File: config.mk
export PLATFORM = sky130hd
export DESIGN_NAME = gpio_fsel_ctrl
export DESIGN_NICKNAME = d
export VERILOG_FILES = /design/src/rtl/gpio_fsel_ctrl.sv
export SDC_FILE = /design/constraint.sdc
export NUM_CORES = 1
export LEC_CHECK = 0
export CAP_MARGIN = 25
export CORE_ASPECT_RATIO = 1.4
export CORE_UTILIZATION = 35
export DETAILED_ROUTE_END_ITERATION = 8
export PLACE_DENSITY = 0.66
export RECOVER_POWER = 25
export SLEW_MARGIN = 25
export SYNTH_ARGS = -nofsm -noshare
export SYNTH_HDL_FRONTEND = slang
export SYNTH_SLANG_ARGS = --single-unit
File: constraint.sdc
create_clock -name clk -period 2.1 [get_ports clk]
set_input_delay 0.21 -clock clk [delete_from_list [all_inputs] [get_ports clk]]
set_output_delay 0.21 -clock clk [all_outputs]
set_load 0.05 [all_outputs]
File: src/rtl/gpio_fsel_ctrl.sv
// gpio_fsel_ctrl
// Owns the per-pad function-select state of the GPIO pad mux and changes one
// pad at a time. The pad is forced tristate for a turnaround before and after
// the mux switches, so the old and new drivers never contend on the pad.
//
// Ports:
//   clk, rst        clock and synchronous active-high reset
//   req_valid/ready request handshake (ready only while idle)
//   req_pad         target pad index
//   req_fsel        requested function for that pad
//   req_turn        turnaround length in cycles (0 behaves as 1)
//   fsel_o          packed fsel, pad i at [i*W_FSEL +: W_FSEL]
//   oe_kill_o       per-pad force-tristate to the mux
//   busy            kill/switch/settle sequence in progress
//   done            one-cycle completion pulse
//   err             qualifies done: request rejected (pad out of range)
// All outputs are registered.
module gpio_fsel_ctrl #(
    parameter int N_PADS = 16,
    parameter int W_FSEL = 1,
    parameter int W_PAD  = 4,
    parameter int W_TURN = 4
) (
    input  logic                       clk,
    input  logic                       rst,
    input  logic                       req_valid,
    output logic                       req_ready,
    input  logic [W_PAD-1:0]           req_pad,
    input  logic [W_FSEL-1:0]          req_fsel,
    input  logic [W_TURN-1:0]          req_turn,
    output logic [N_PADS*W_FSEL-1:0]   fsel_o,
    output logic [N_PADS-1:0]          oe_kill_o,
    output logic                       busy,
    output logic                       done,
    output logic                       err
);

    typedef enum logic [2:0] {
        S_IDLE,
        S_KILL,
        S_SWITCH,
        S_SETTLE,
        S_DONE
    } state_t;

    // One extra bit so the pad count itself is representable for the range check.
    localparam int            N_PADS_I = N_PADS;
    localparam logic [W_PAD:0] N_PADS_W = N_PADS_I[W_PAD:0];

    state_t              state_q, state_d;
    logic [W_PAD-1:0]    pad_q, pad_d;
    logic [W_FSEL-1:0]   fsel_new_q, fsel_new_d;
    logic [W_TURN-1:0]   turn_q, turn_d;
    logic [W_TURN-1:0]   cnt_q, cnt_d;
    logic                ready_q, busy_q, done_q, err_q, err_d;
    logic [N_PADS-1:0]   kill_q, kill_d;
    logic                kill_on_d;
    logic                fsel_upd;
    logic                accept;
    logic [W_TURN-1:0]   req_t;
    logic                pad_in_range;
    logic [W_FSEL-1:0]   cur_fsel;

    assign accept       = req_valid && ready_q;
    // A zero turnaround still needs one tristate cycle on each side.
    assign req_t        = (req_turn == '0) ? W_TURN'(1) : req_turn;
    assign pad_in_range = ({1'b0, req_pad} < N_PADS_W);

    // Current function of the requested pad; out-of-range pads read as 0 and
    // are rejected anyway.
    always_comb begin
        cur_fsel = '0;
        for (int i = 0; i < N_PADS; i++) begin
            if (req_pad == W_PAD'(i)) begin
                cur_fsel = fsel_o[i*W_FSEL +: W_FSEL];
            end
        end
    end

    always_comb begin
        state_d    = state_q;
        pad_d      = pad_q;
        fsel_new_d = fsel_new_q;
        turn_d     = turn_q;
        cnt_d      = cnt_q;
        err_d      = 1'b0;
        fsel_upd   = 1'b0;
        case (state_q)
            S_IDLE: begin
                if (accept) begin
                    pad_d      = req_pad;
                    fsel_new_d = req_fsel;
                    turn_d     = req_t;
                    if (!pad_in_range) begin
                        state_d = S_DONE;
                        err_d   = 1'b1;
                    end else if (cur_fsel == req_fsel) begin
                        state_d = S_DONE;
                    end else begin
                        state_d = S_KILL;
                        cnt_d   = req_t;
                    end
                end
            end
            S_KILL: begin
                // Counter holds the cycles left in this phase including the current one.
                if (cnt_q == W_TURN'(1)) begin
                    state_d = S_SWITCH;
                end else begin
                    cnt_d = cnt_q - W_TURN'(1);
                end
            end
            S_SWITCH: begin
                fsel_upd = 1'b1;
                cnt_d    = turn_q;
                state_d  = S_SETTLE;
            end
            S_SETTLE: begin
                if (cnt_q == W_TURN'(1)) begin
                    state_d = S_DONE;
                end else begin
                    cnt_d = cnt_q - W_TURN'(1);
                end
            end
            S_DONE: begin
                state_d = S_IDLE;
            end
            default: begin
                state_d = S_IDLE;
            end
        endcase
    end

    // Outputs are registered from the next state so they line up with it.
    assign kill_on_d = (state_d == S_KILL) || (state_d == S_SWITCH) || (state_d == S_SETTLE);

    genvar gi;
    generate
        for (gi = 0; gi < N_PADS; gi++) begin : g_pad
            logic [W_FSEL-1:0] fsel_pad_q;

            assign kill_d[gi] = kill_on_d && (pad_d == W_PAD'(gi));

            always_ff @(posedge clk) begin
                if (rst) begin
                    fsel_pad_q <= '0;
                end else if (fsel_upd && (pad_q == W_PAD'(gi))) begin
                    fsel_pad_q <= fsel_new_q;
                end
            end

            assign fsel_o[gi*W_FSEL +: W_FSEL] = fsel_pad_q;
        end
    endgenerate

    always_ff @(posedge clk) begin
        if (rst) begin
            state_q    <= S_IDLE;
            pad_q      <= '0;
            fsel_new_q <= '0;
            turn_q     <= '0;
            cnt_q      <= '0;
            ready_q    <= 1'b1;
            busy_q     <= 1'b0;
            done_q     <= 1'b0;
            err_q      <= 1'b0;
            kill_q     <= '0;
        end else begin
            state_q    <= state_d;
            pad_q      <= pad_d;
            fsel_new_q <= fsel_new_d;
            turn_q     <= turn_d;
            cnt_q      <= cnt_d;
            ready_q    <= (state_d == S_IDLE);
            busy_q     <= kill_on_d;
            done_q     <= (state_d == S_DONE);
            err_q      <= err_d;
            kill_q     <= kill_d;
        end
    end

    assign req_ready = ready_q;
    assign busy      = busy_q;
    assign done      = done_q;
    assign err       = err_q;
    assign oe_kill_o = kill_q;

endmodule

Word-level counts from Yosys, hierarchy flattened
Index checks and enable logic that the tools add are counted.
{"block": "totals", "register_bits": 51, "wordCells": 157}
{"block": "classes", "addsub": 1, "eq_ne": 57, "mux": 29, "reduce_logical": 45}
{"operator": "$eq A4 B4 Y1 const B", "n": 24}
{"operator": "$eq A4 B3 Y1 const B", "n": 12}
{"operator": "$logic_and A1 B1 Y1", "n": 33}
{"operator": "$eq A4 B2 Y1 const B", "n": 6}
{"operator": "$mux W4", "n": 6}
{"operator": "$mux W1", "n": 17}
{"operator": "$eq A4 B1 Y1 const B", "n": 4}
{"operator": "$logic_not A4 Y1", "n": 4}
{"operator": "$eq A3 B2 Y1 const B", "n": 4}
{"operator": "$mux W3", "n": 4}
{"operator": "$pmux W3 S4", "n": 1}
{"operator": "$pmux W4 S3", "n": 1}
{"operator": "$eq A3 B1 Y1 const B", "n": 2}
{"operator": "$logic_not A3 Y1", "n": 2}
{"operator": "$ne A2 B2 Y1 const B", "n": 3}
{"operator": "$reduce_and A4 Y1", "n": 1}
{"operator": "$sub A4 B1 Y4 const B", "n": 1}
{"operator": "$eq A3 B3 Y1 const B", "n": 1}
{"operator": "$reduce_bool A3 Y1", "n": 1}
{"operator": "$logic_or A1 B1 Y1", "n": 2}
{"operator": "$reduce_and A2 Y1", "n": 1}
{"operator": "$reduce_or A2 Y1", "n": 1}
{"operator": "$eq A1 B1 Y1", "n": 1}

Depth between registers and ports, before layout
Gate-level depths: netlist of run 1.
{"block": "logic_depth", "ltp_word": 25, "ltp_mapped": 9, "ltp_nobuf": 8}

Least setup slack after synthesis of run 1
Ideal clock, no wire load.
{"block": "synth_path", "kind": "reg-to-reg", "start": "register ready_q, in the netlist req_ready", "end": "register cnt_q[1]", "setup_ns": 0.087, "arrival_time_ns": 2.258, "t_required_ns": 2.013, "slack_ns": -0.245, "path_stages_with_launch": 8, "n_path_buf": 1, "synth_period_minus_slack_ns": 2.345, "path_cell_list": "dfxtp_1 nand2_1 or2_1 or4_4 and3_1 buf_2 or4_1 o31ai_1"}
{"block": "synth_via", "elab_chain_len": 3}
{"element": "start, declared", "line_no": "55", "text": "logic ready_q, busy_q, done_q, err_q, err_d;"}
{"element": "start signal, assigned", "line_no": "174", "text": "ready_q <= (state_d == S_IDLE);"}
{"element": "$logic_and A1 B1 Y1", "line_no": "64", "text": "assign accept = req_valid && ready_q;"}
{"element": "$ne A2 B2 Y1 (no line)"}
{"element": "$reduce_and A4 Y1 (no line)"}
{"element": "end signal, assigned", "line_no": "173", "text": "cnt_q <= cnt_d;"}
{"element": "end, declared", "line_no": "54", "text": "logic [W_TURN-1:0] cnt_q, cnt_d;"}
No other way between the ends.
A chain may end at the register's enable or synchronous reset.

Final worst setup path of run 1
{"block": "layout_path", "start": "register g_pad[9].fsel_pad_q", "end": "register cnt_q[1]"}
{"block": "layout_via", "elab_chain_len": 10}
{"element": "start, declared", "line_no": "140", "text": "logic [W_FSEL-1:0] fsel_pad_q;"}
{"element": "start signal, assigned", "line_no": "148", "text": "fsel_pad_q <= fsel_new_q;"}
{"element": "$mux W1 (7 in a row)", "line_no": "74", "text": "if (req_pad == W_PAD'(i)) begin"}
{"element": "$eq A1 B1 Y1", "line_no": "97", "text": "end else if (cur_fsel == req_fsel) begin"}
{"element": "$ne A2 B2 Y1 (no line)"}
{"element": "$reduce_and A4 Y1 (no line)"}
No other way between the ends.

==> impl_metrics.sql, run 1 <==
INSERT INTO impl_metrics (metric_group, metric, value, unit) VALUES
('routing', 'drt_first_pass_iters', '4', ''),
('setup_path', 'setup.worst_path.class', 'flop to flop', ''),
('flow_run', 'number_of_violations_of_the_max_capacitance_limit', '0', ''),
('routing', 'vias_per_cell', '5.09', ''),
('setup_path', 'critical_path.max_fanout', '3', ''),
('yosys', 'synth_edf_count', '0', ''),
('pwr', 'total_leakage_power', '1.19', 'nW'),
('final_layout', 'post_route_cells_drive_above_1_share', '0.244', ''),
('yosys', 'synth.ff_latch_count', '51', ''),
('yosys', 'synth.area.mux_share', '0.0778', ''),
('placement', 'port_buffers', '46', ''),
('clock_tree', 'cts_htree_levels', '2', ''),
('floorplan', 'die_y', '99.9', 'µm'),
('timing', 'hold_ws', '0.486', 'ns'),
('setup_path', 'required_time_at_the_worst_slack_endpoint', '2.32', 'ns'),
('final_layout', 'layout.core_utilization', '0.497', ''),
('clock_tree', 'worst_case_clock_buffer_depth', '2', ''),
('timing', 'rsz0062_at_grt', 'true', ''),
('global_routing', 'grt_pass1_wl', '9.54', 'mm'),
('yosys', 'synth_seq_area_share', '0.426', ''),
('global_routing', 'grt_antenna_before_repair', '0', ''),
('routing', 'vias', '2179', ''),
('timing', 'max_slew.worst_pin.slew', '0.580', 'ns'),
('clock_tree', 'cts_hold_repair.buffers', '0', ''),
('run_status', 'run_status', 'completed', ''),
('timing', 'finalWorstPathRequiredPeriod', '2.10', 'ns'),
('yosys', 'synth_simple_gate_area_share', '0.255', ''),
('placement', 'place_hpwl', '4.27', 'mm'),
('floorplan', 'rows', '35', ''),
('setup_path', 'worstSetupStartpointType', 'flop', ''),
('global_routing', 'maximum_number_of_pins_on_one_net_before_global_route_repair', '32', ''),
('yosys', 'async_flop_share', '0', ''),
('pwr', 'peakVddDrop', '0.565', 'mV'),
('yosys', 'synth_adder_area_share', '0.0104', ''),
('floorplan', 'die-area', '7190', 'µm²'),
('floorplan', 'placeableCoreArea', '6610', 'µm²'),
('timing', 'slew_headroom', '0.613', ''),
('clock_tree', 'clkSlewWorstSetupHoldPaths', '0.10', 'ns'),
('floorplan', 'die-width', '71.9', 'µm'),
('timing', 'hold_violations', '0', ''),
('final_layout', 'nNetsFinal', '349', ''),
('timing', 'min_period_over_period', '0.998', ''),
('setup_path', 'rrSetupSlack', '0.003', 'ns'),
('yosys', 'netlist_instances', '285', ''),
('timing', 'final.setup_skew', '0.00760', 'ns'),
('yosys', 'synthesis.nets', '299', ''),
('global_routing', 'first_global_vias', '2048', ''),
('routing', 'drt_wl_total', '6.01', 'mm'),
('yosys', 'largest_family_of_logic_cells_by_synthesized_area', 'simple AND/OR/NAND/NOR gates', ''),
('yosys', 'synth_top_flop_cell', 'dfxtp_1', ''),
('routing', 'drt_drc_violations_left', '0', ''),
('yosys', 'synth-compound-area-share', '0.116', ''),
('worst_hold_path', 'worstHoldPathCells', '2', ''),
('floorplan', 'io_pins', '48', ''),
('yosys', 'yosys.area_share.xor_xnor', '0.0146', ''),
('global_routing', 'globalRouteTotalUtil', '0.168', ''),
('timing', 'achievable-frequency', '477', 'MHz'),
('routing', 'drtIter0Drc', '168', ''),
('setup_path', 'worstSetupEndpointType', 'flop', ''),
('clock_tree', 'clk-insertion-delay-late', '0.30', 'ns'),
('floorplan', 'initial_utilization', '0.363', ''),
('final_layout', 'area_delta_synth_final', '37.2', '%'),
('pwr', 'power.density', '699', 'nW/µm²'),
('clock_tree', 'clock-sinks', '51', ''),
('yosys', 'yosys_warnings', '0', ''),
('clock_tree', 'cts_buffers', '5', ''),
('clock_tree', 'clock_tree.root_cell', 'clkbuf_8', ''),
('routing', 'routed_wire_length_per_instance', '14.1', 'µm'),
('yosys', 'syn_avg_cell_area', '8.41', 'µm²'),
('yosys', 'synth.distinct_cells', '49', ''),
('yosys', 'mappedNetlistArea', '2400', 'µm²');
[registers in the layout, summed over array words and instances (netlist names)]
name	count
req_ready	1
done	1
fsel_new_q	1
turn_q	4
cnt_q	4
busy	1
oe_kill_o	16
state_q	3
pad_q	4
g_pad.fsel_pad_q	16
[per-stage QoR]
stage          power [mW]  TNS [ns]  std cells  area, µm²
3_5_place_dp         1.63    -12.24        418       3000
2_1_floorplan        1.44   -0.0541        285       2410
5_1_grt              2.41     -1.64        428       3290
4_1_cts              2.26         0        426       3180
3_3_place_gp         1.63    -11.01        418       3000
6_report             2.30         0        428       3290
[routing by layer]
layer | vias to the layer above | routed length [µm] | global-route usage
met4 | 0 | 76 | 0.0483
met3 | 8 | 250 | 0.0371
met1 | 1031 | 2590 | 0.208
met2 | 59 | 3100 | 0.289
met5 | - | 0 | 0
li1 | 1081 | - | -
[worst paths after layout]
kind,from,end
worst min-delay path,g_pad[7].fsel_pad_q$_SDFFE_PP0P_,g_pad[7].fsel_pad_q$_SDFFE_PP0P_
worst max register to register,g_pad[9].fsel_pad_q$_SDFFE_PP0P_,cnt_q[1]$_SDFFE_PP0P_
worst max-delay path,g_pad[9].fsel_pad_q$_SDFFE_PP0P_,cnt_q[1]$_SDFFE_PP0P_
worst min register to register,g_pad[7].fsel_pad_q$_SDFFE_PP0P_,g_pad[7].fsel_pad_q$_SDFFE_PP0P_
[critical path, stage by stage (launching register included)]
cell and delay, ns:
dfxtp_2 0.34, o21bai_1 0.07, a211oi_2 0.26, a32oi_2 0.08, or4_4 0.56, and3_4 0.21, or4_4 0.42, o31ai_2 0.07
[cells by family after synthesis]
family,after synthesis
simple gates,124
other cells,1
buf+inv,42
compound gates,44
xor+xnor,4
mux,17
flops,51
fa+ha+maj,2
[area by class of cell]
type / instances / area [µm²] / share of cell area
multi-input combinational: 192 / 1300 / 0.396
clock buffer: 5 / 68.8 / 0.0209
inverter: 5 / 18.8 / 0.00571
clock inverter: 3 / 18.8 / 0.00571
tap: 92 / 115 / 0.0350
timing repair buffer: 80 / 731 / 0.222
sequential: 51 / 1030 / 0.315
[cell usage after synthesis, drive strengths merged (3+ instances only)]
cell | n | area share
nor3 | 10 | 0.023
nor4 | 16 | 0.042
buf | 24 | 0.071
o21ai | 7 | 0.015
nand2b | 6 | 0.016
and3 | 3 | 0.0078
nor2b | 3 | 0.0078
o22ai | 3 | 0.0078
clkbuf | 13 | 0.020
dfxtp | 51 | 0.43
mux2 | 3 | 0.014
inv | 5 | 0.0078
nor2 | 35 | 0.055
xnor2 | 4 | 0.015
nand2 | 28 | 0.044
mux2i | 13 | 0.054
a21oi | 17 | 0.035
nand3 | 12 | 0.025
[repair_timing]
action,CTS,global route
resized for setup,16,26
cloned,0,1
buffers inserted,1,1
endpoints found under the setup margin,22,21
pin swaps,6,7
[report_power, final]
part	internal [mW]	leakage (nW)	switching [mW]
Clock	0.235	0.0483	0.328
Combinational	0.290	0.720	0.380
Sequential	1.02	0.418	0.0504
(Power assumes the default switching activity.)
==> inputs of run 2 (changes only) <==
--- a/config.mk
+++ b/config.mk
@@ -5,11 +5,10 @@
 export SDC_FILE = /design/constraint.sdc
 export NUM_CORES = 1
 export LEC_CHECK = 0
-export CAP_MARGIN = 25
 export CORE_ASPECT_RATIO = 1.4
 export CORE_UTILIZATION = 35
 export DETAILED_ROUTE_END_ITERATION = 8
-export PLACE_DENSITY = 0.66
+export PLACE_DENSITY = 0.64
 export RECOVER_POWER = 25
 export SLEW_MARGIN = 25
 export SYNTH_ARGS = -nofsm -noshare
==> constraint.sdc (replaced) <==
create_clock -name clk -period 2.13 [get_ports clk]
set_input_delay 0.213 -clock clk [delete_from_list [all_inputs] [get_ports clk]]
set_output_delay 0.213 -clock clk [all_outputs]
set_load 0.05 [all_outputs]
==> impl_metrics.sql, run 2 (synthesis results as in run 1) <==
INSERT INTO impl_metrics (metric_group, metric, value, unit) VALUES
('run_status', 'run_status', 'completed', ''),
('global_routing', 'met1_usage', '0.202', ''),
('pwr', 'peakVddDrop', '0.437', 'mV'),
('pwr', 'internal-power', '1.57', 'mW'),
('pwr', 'total_leakage_power', '1.14', 'nW'),
('final_layout', 'diodes', '0', ''),
('setup_path', 'slowest_delay', '0.50', 'ns'),
('timing', 'totalNegativeSetupSlack', '0', 'ns'),
('clock_tree', 'cts_htree_levels', '2', ''),
('routing', 'vias_per_cell', '4.95', ''),
('setup_path', 'worstSetupEndpointType', 'flop', ''),
('final_layout', 'mostFrequentLayoutCells', 'dfxtp_1 (44), clkdlybuf4s50_1 (41), nor2_1 (35), nand2_1 (28), buf_4 (23)', ''),
('clock_tree', 'cts_hold_repair.buffers', '0', ''),
('floorplan', 'die-width', '71.9', 'µm'),
('global_routing', 'maximum_number_of_pins_on_one_net_before_global_route_repair', '33', ''),
('routing', 'routed_wire_length_per_instance', '13.9', 'µm'),
('pwr', 'switching_power', '719', 'µW'),
('pwr', 'clk_network_pwr_share', '0.288', ''),
('routing', 'drt_wl_total', '5.88', 'mm'),
('timing', 'slew_headroom', '0.607', ''),
('placement', 'place_hpwl', '4.24', 'mm'),
('floorplan', 'die_y', '99.9', 'µm'),
('clock_tree', 'clk-insertion-delay-late', '0.30', 'ns'),
('final_layout', 'final_common_cell', 'dfxtp_1', ''),
('timing', 'achievable-frequency', '484', 'MHz'),
('global_routing', 'global_route.usage.met2', '0.301', ''),
('pwr', 'power.share.combinational', '0.252', ''),
('floorplan', 'placeableCoreArea', '6610', 'µm²'),
('timing', 'final.setup_skew', '0.00641', 'ns'),
('setup_path', 'cpLargestDelayFamily', 'simple AND/OR/NAND/NOR gates', ''),
('flow_run', 'number_of_violations_of_the_max_capacitance_limit', '0', ''),
('setup_path', 'cp_cell_sequence', 'mux4_2 > a21oi_2 > a31o_2 > o2111ai_2 > and3_4 > or4_1 > o31ai_1', ''),
('setup_path', 'required_time_at_the_worst_slack_endpoint', '2.35', 'ns'),
('setup_path', 'worstSetupStartpointType', 'flop', ''),
('clock_tree', 'clock_tree.root_cell', 'clkbuf_8', ''),
('final_layout', 'filler_cell_count', '634', ''),
('global_routing', 'global_route.usage.met3', '0.0331', ''),
('routing', 'drtIter0Drc', '159', ''),
('timing', 'slew_violations', '0', ''),
('placement', 'dpl_cell_area', '2980', 'µm²'),
('global_routing', 'grt.busiest_layer', 'met2', ''),
('floorplan', 'rows', '35', ''),
('setup_path', 'arrival', '2.29', 'ns'),
('timing', 'hold_violations', '0', ''),
('routing', 'drt.antenna.violating_nets', '0', ''),
('final_layout', 'layout.core_utilization', '0.484', ''),
('setup_path', 'cp_slowest_cell', 'mux4_2', ''),
('timing', 'max_slew.worst_pin.slew', '0.589', 'ns'),
('setup_path', 'setup.worst_path.class', 'flop to flop', ''),
('global_routing', 'grt_pass1_wl', '9.46', 'mm'),
('placement', 'numPlacedInstances', '415', ''),
('routing', 'vias', '2099', ''),
('routing', 'drt_first_pass_iters', '4', ''),
('clock_tree', 'clock-sinks', '51', ''),
('timing', 'finalWorstPathRequiredPeriod', '2.07', 'ns'),
('final_layout', 'nNetsFinal', '345', ''),
('final_layout', 'area_delta_synth_final', '33.6', '%'),
('placement', 'gp_routability_congestion', '0.838', ''),
('timing', 'min_period_over_period', '0.970', ''),
('final_layout', 'layout.cell_area.non_filler', '3200', 'µm²'),
('clock_tree', 'worst_case_clock_buffer_depth', '2', ''),
('setup_path', 'critical_path.max_fanout', '3', ''),
('final_layout', 'post_route_cells_drive_above_1_share', '0.196', ''),
('placement', 'port_buffers', '46', ''),
('worst_hold_path', 'worst_hold_path_type', 'flop to flop', ''),
('floorplan', 'die-area', '7190', 'µm²'),
('floorplan', 'io_pins', '48', ''),
('global_routing', 'grt.overflow.total', '0', ''),
('timing', 'timing.final.setup_violations', '0', ''),
('pwr', 'power', '2.29', 'mW'),
('clock_tree', 'cts_tree', 'done', ''),
('pwr', 'power.switching_fraction', '0.314', ''),
('final_layout', 'final_cell_count_no_fill', '424', ''),
('pwr', 'share_seq_of_total_power', '0.460', ''),
('pwr', 'power.density', '715', 'nW/µm²'),
('floorplan', 'initial_utilization', '0.363', ''),
('clock_tree', 'cts_buffers', '5', ''),
('setup_path', 'worstPathBufferInverterCount', '0', ''),
('global_routing', 'globalRouteTotalUtil', '0.168', ''),
('global_routing', 'first_global_vias', '1977', ''),
('clock_tree', 'clkSlewWorstSetupHoldPaths', '0.09', 'ns'),
('global_routing', 'grt_antenna_before_repair', '0', ''),
('routing', 'drt_drc_violations_left', '0', '');
[run 2: changes by cell type in the layout (fill, tap and decap cells not counted), sizes merged]
cell           before  now
buf                33   24
dlygate4sd2         0    1
clkdlybuf4s15       0    1
clkbuf              9   14
dlygate4sd3         0    2
clkdlybuf4s50      43   41
clkinv              2    1
inv                 6    5
[run 2: path summary, 6_finish.rpt]
check / from / to / slack, ns / cells past startpoint
worst max-delay path: g_pad[4].fsel_pad_q$_SDFFE_PP0P_ / cnt_q[1]$_SDFFE_PP0P_ / 0.06 / 7
worst max register to register: g_pad[4].fsel_pad_q$_SDFFE_PP0P_ / cnt_q[1]$_SDFFE_PP0P_ / 0.06 / 7
worst min register to register: g_pad[5].fsel_pad_q$_SDFFE_PP0P_ / g_pad[5].fsel_pad_q$_SDFFE_PP0P_ / 0.48 / 2
worst min-delay path: g_pad[5].fsel_pad_q$_SDFFE_PP0P_ / g_pad[5].fsel_pad_q$_SDFFE_PP0P_ / 0.48 / 2
[run 2: per-stage QoR]
| step | hold WS, ns | worst slack (ns) |
|---|---|---|
| CTS | 0.480 | 0.000714 |
| floorplan | 0.360 | -0.0271 |
| global placement | 0.460 | -0.646 |
| finish | 0.476 | 0.0638 |
| detailed placement | 0.466 | -0.626 |
| global route | 0.513 | -0.00601 |
[run 2: worst register-to-register path, stage by stage, from the launching register on]
cell and delay [ns]:
dfxtp_1 0.34, mux4_2 0.50, a21oi_2 0.15, a31o_2 0.15
o2111ai_2 0.17, and3_4 0.20, or4_1 0.40, o31ai_1 0.08
[run 2: area by class of cell]
type	count	area [µm²]	area share
Clock buffer	7	108	0.0336
Clock inverter	1	5.00	0.00156
Inverter	5	18.8	0.00586
Multi-Input combinational cell	192	1260	0.393
Sequential cell	51	1030	0.322
Tap cell	92	115	0.0359
Timing Repair Buffer	76	664	0.207
[run 2: metal layers]
metal  wire [µm]  up-vias
li1            -     1071
met1        2550      985
met2        3060       37
met3         188        6
met4          83        0
met5           0        -
[run 2: what timing repair did]
action | in CTS | in global routing
buffers inserted | 0 | 1
gates resized for setup | 8 | 23
pin swaps | 0 | 6
endpoints found under the hold margin | 0 | 0
endpoints found under the setup margin | 21 | 18
[run 2: power groups by stage]
| stage | logic, mW | clock network, mW | registers (mW) |
|---|---|---|---|
| 2_1_floorplan | 0.319 | 0 | 1.09 |
| 3_3_place_gp | 0.523 | 0 | 1.08 |
| 3_5_place_dp | 0.529 | 0 | 1.08 |
| 4_1_cts | 0.545 | 0.671 | 1.05 |
| 5_1_grt | 0.627 | 0.711 | 1.06 |
| 6_report | 0.576 | 0.660 | 1.05 |
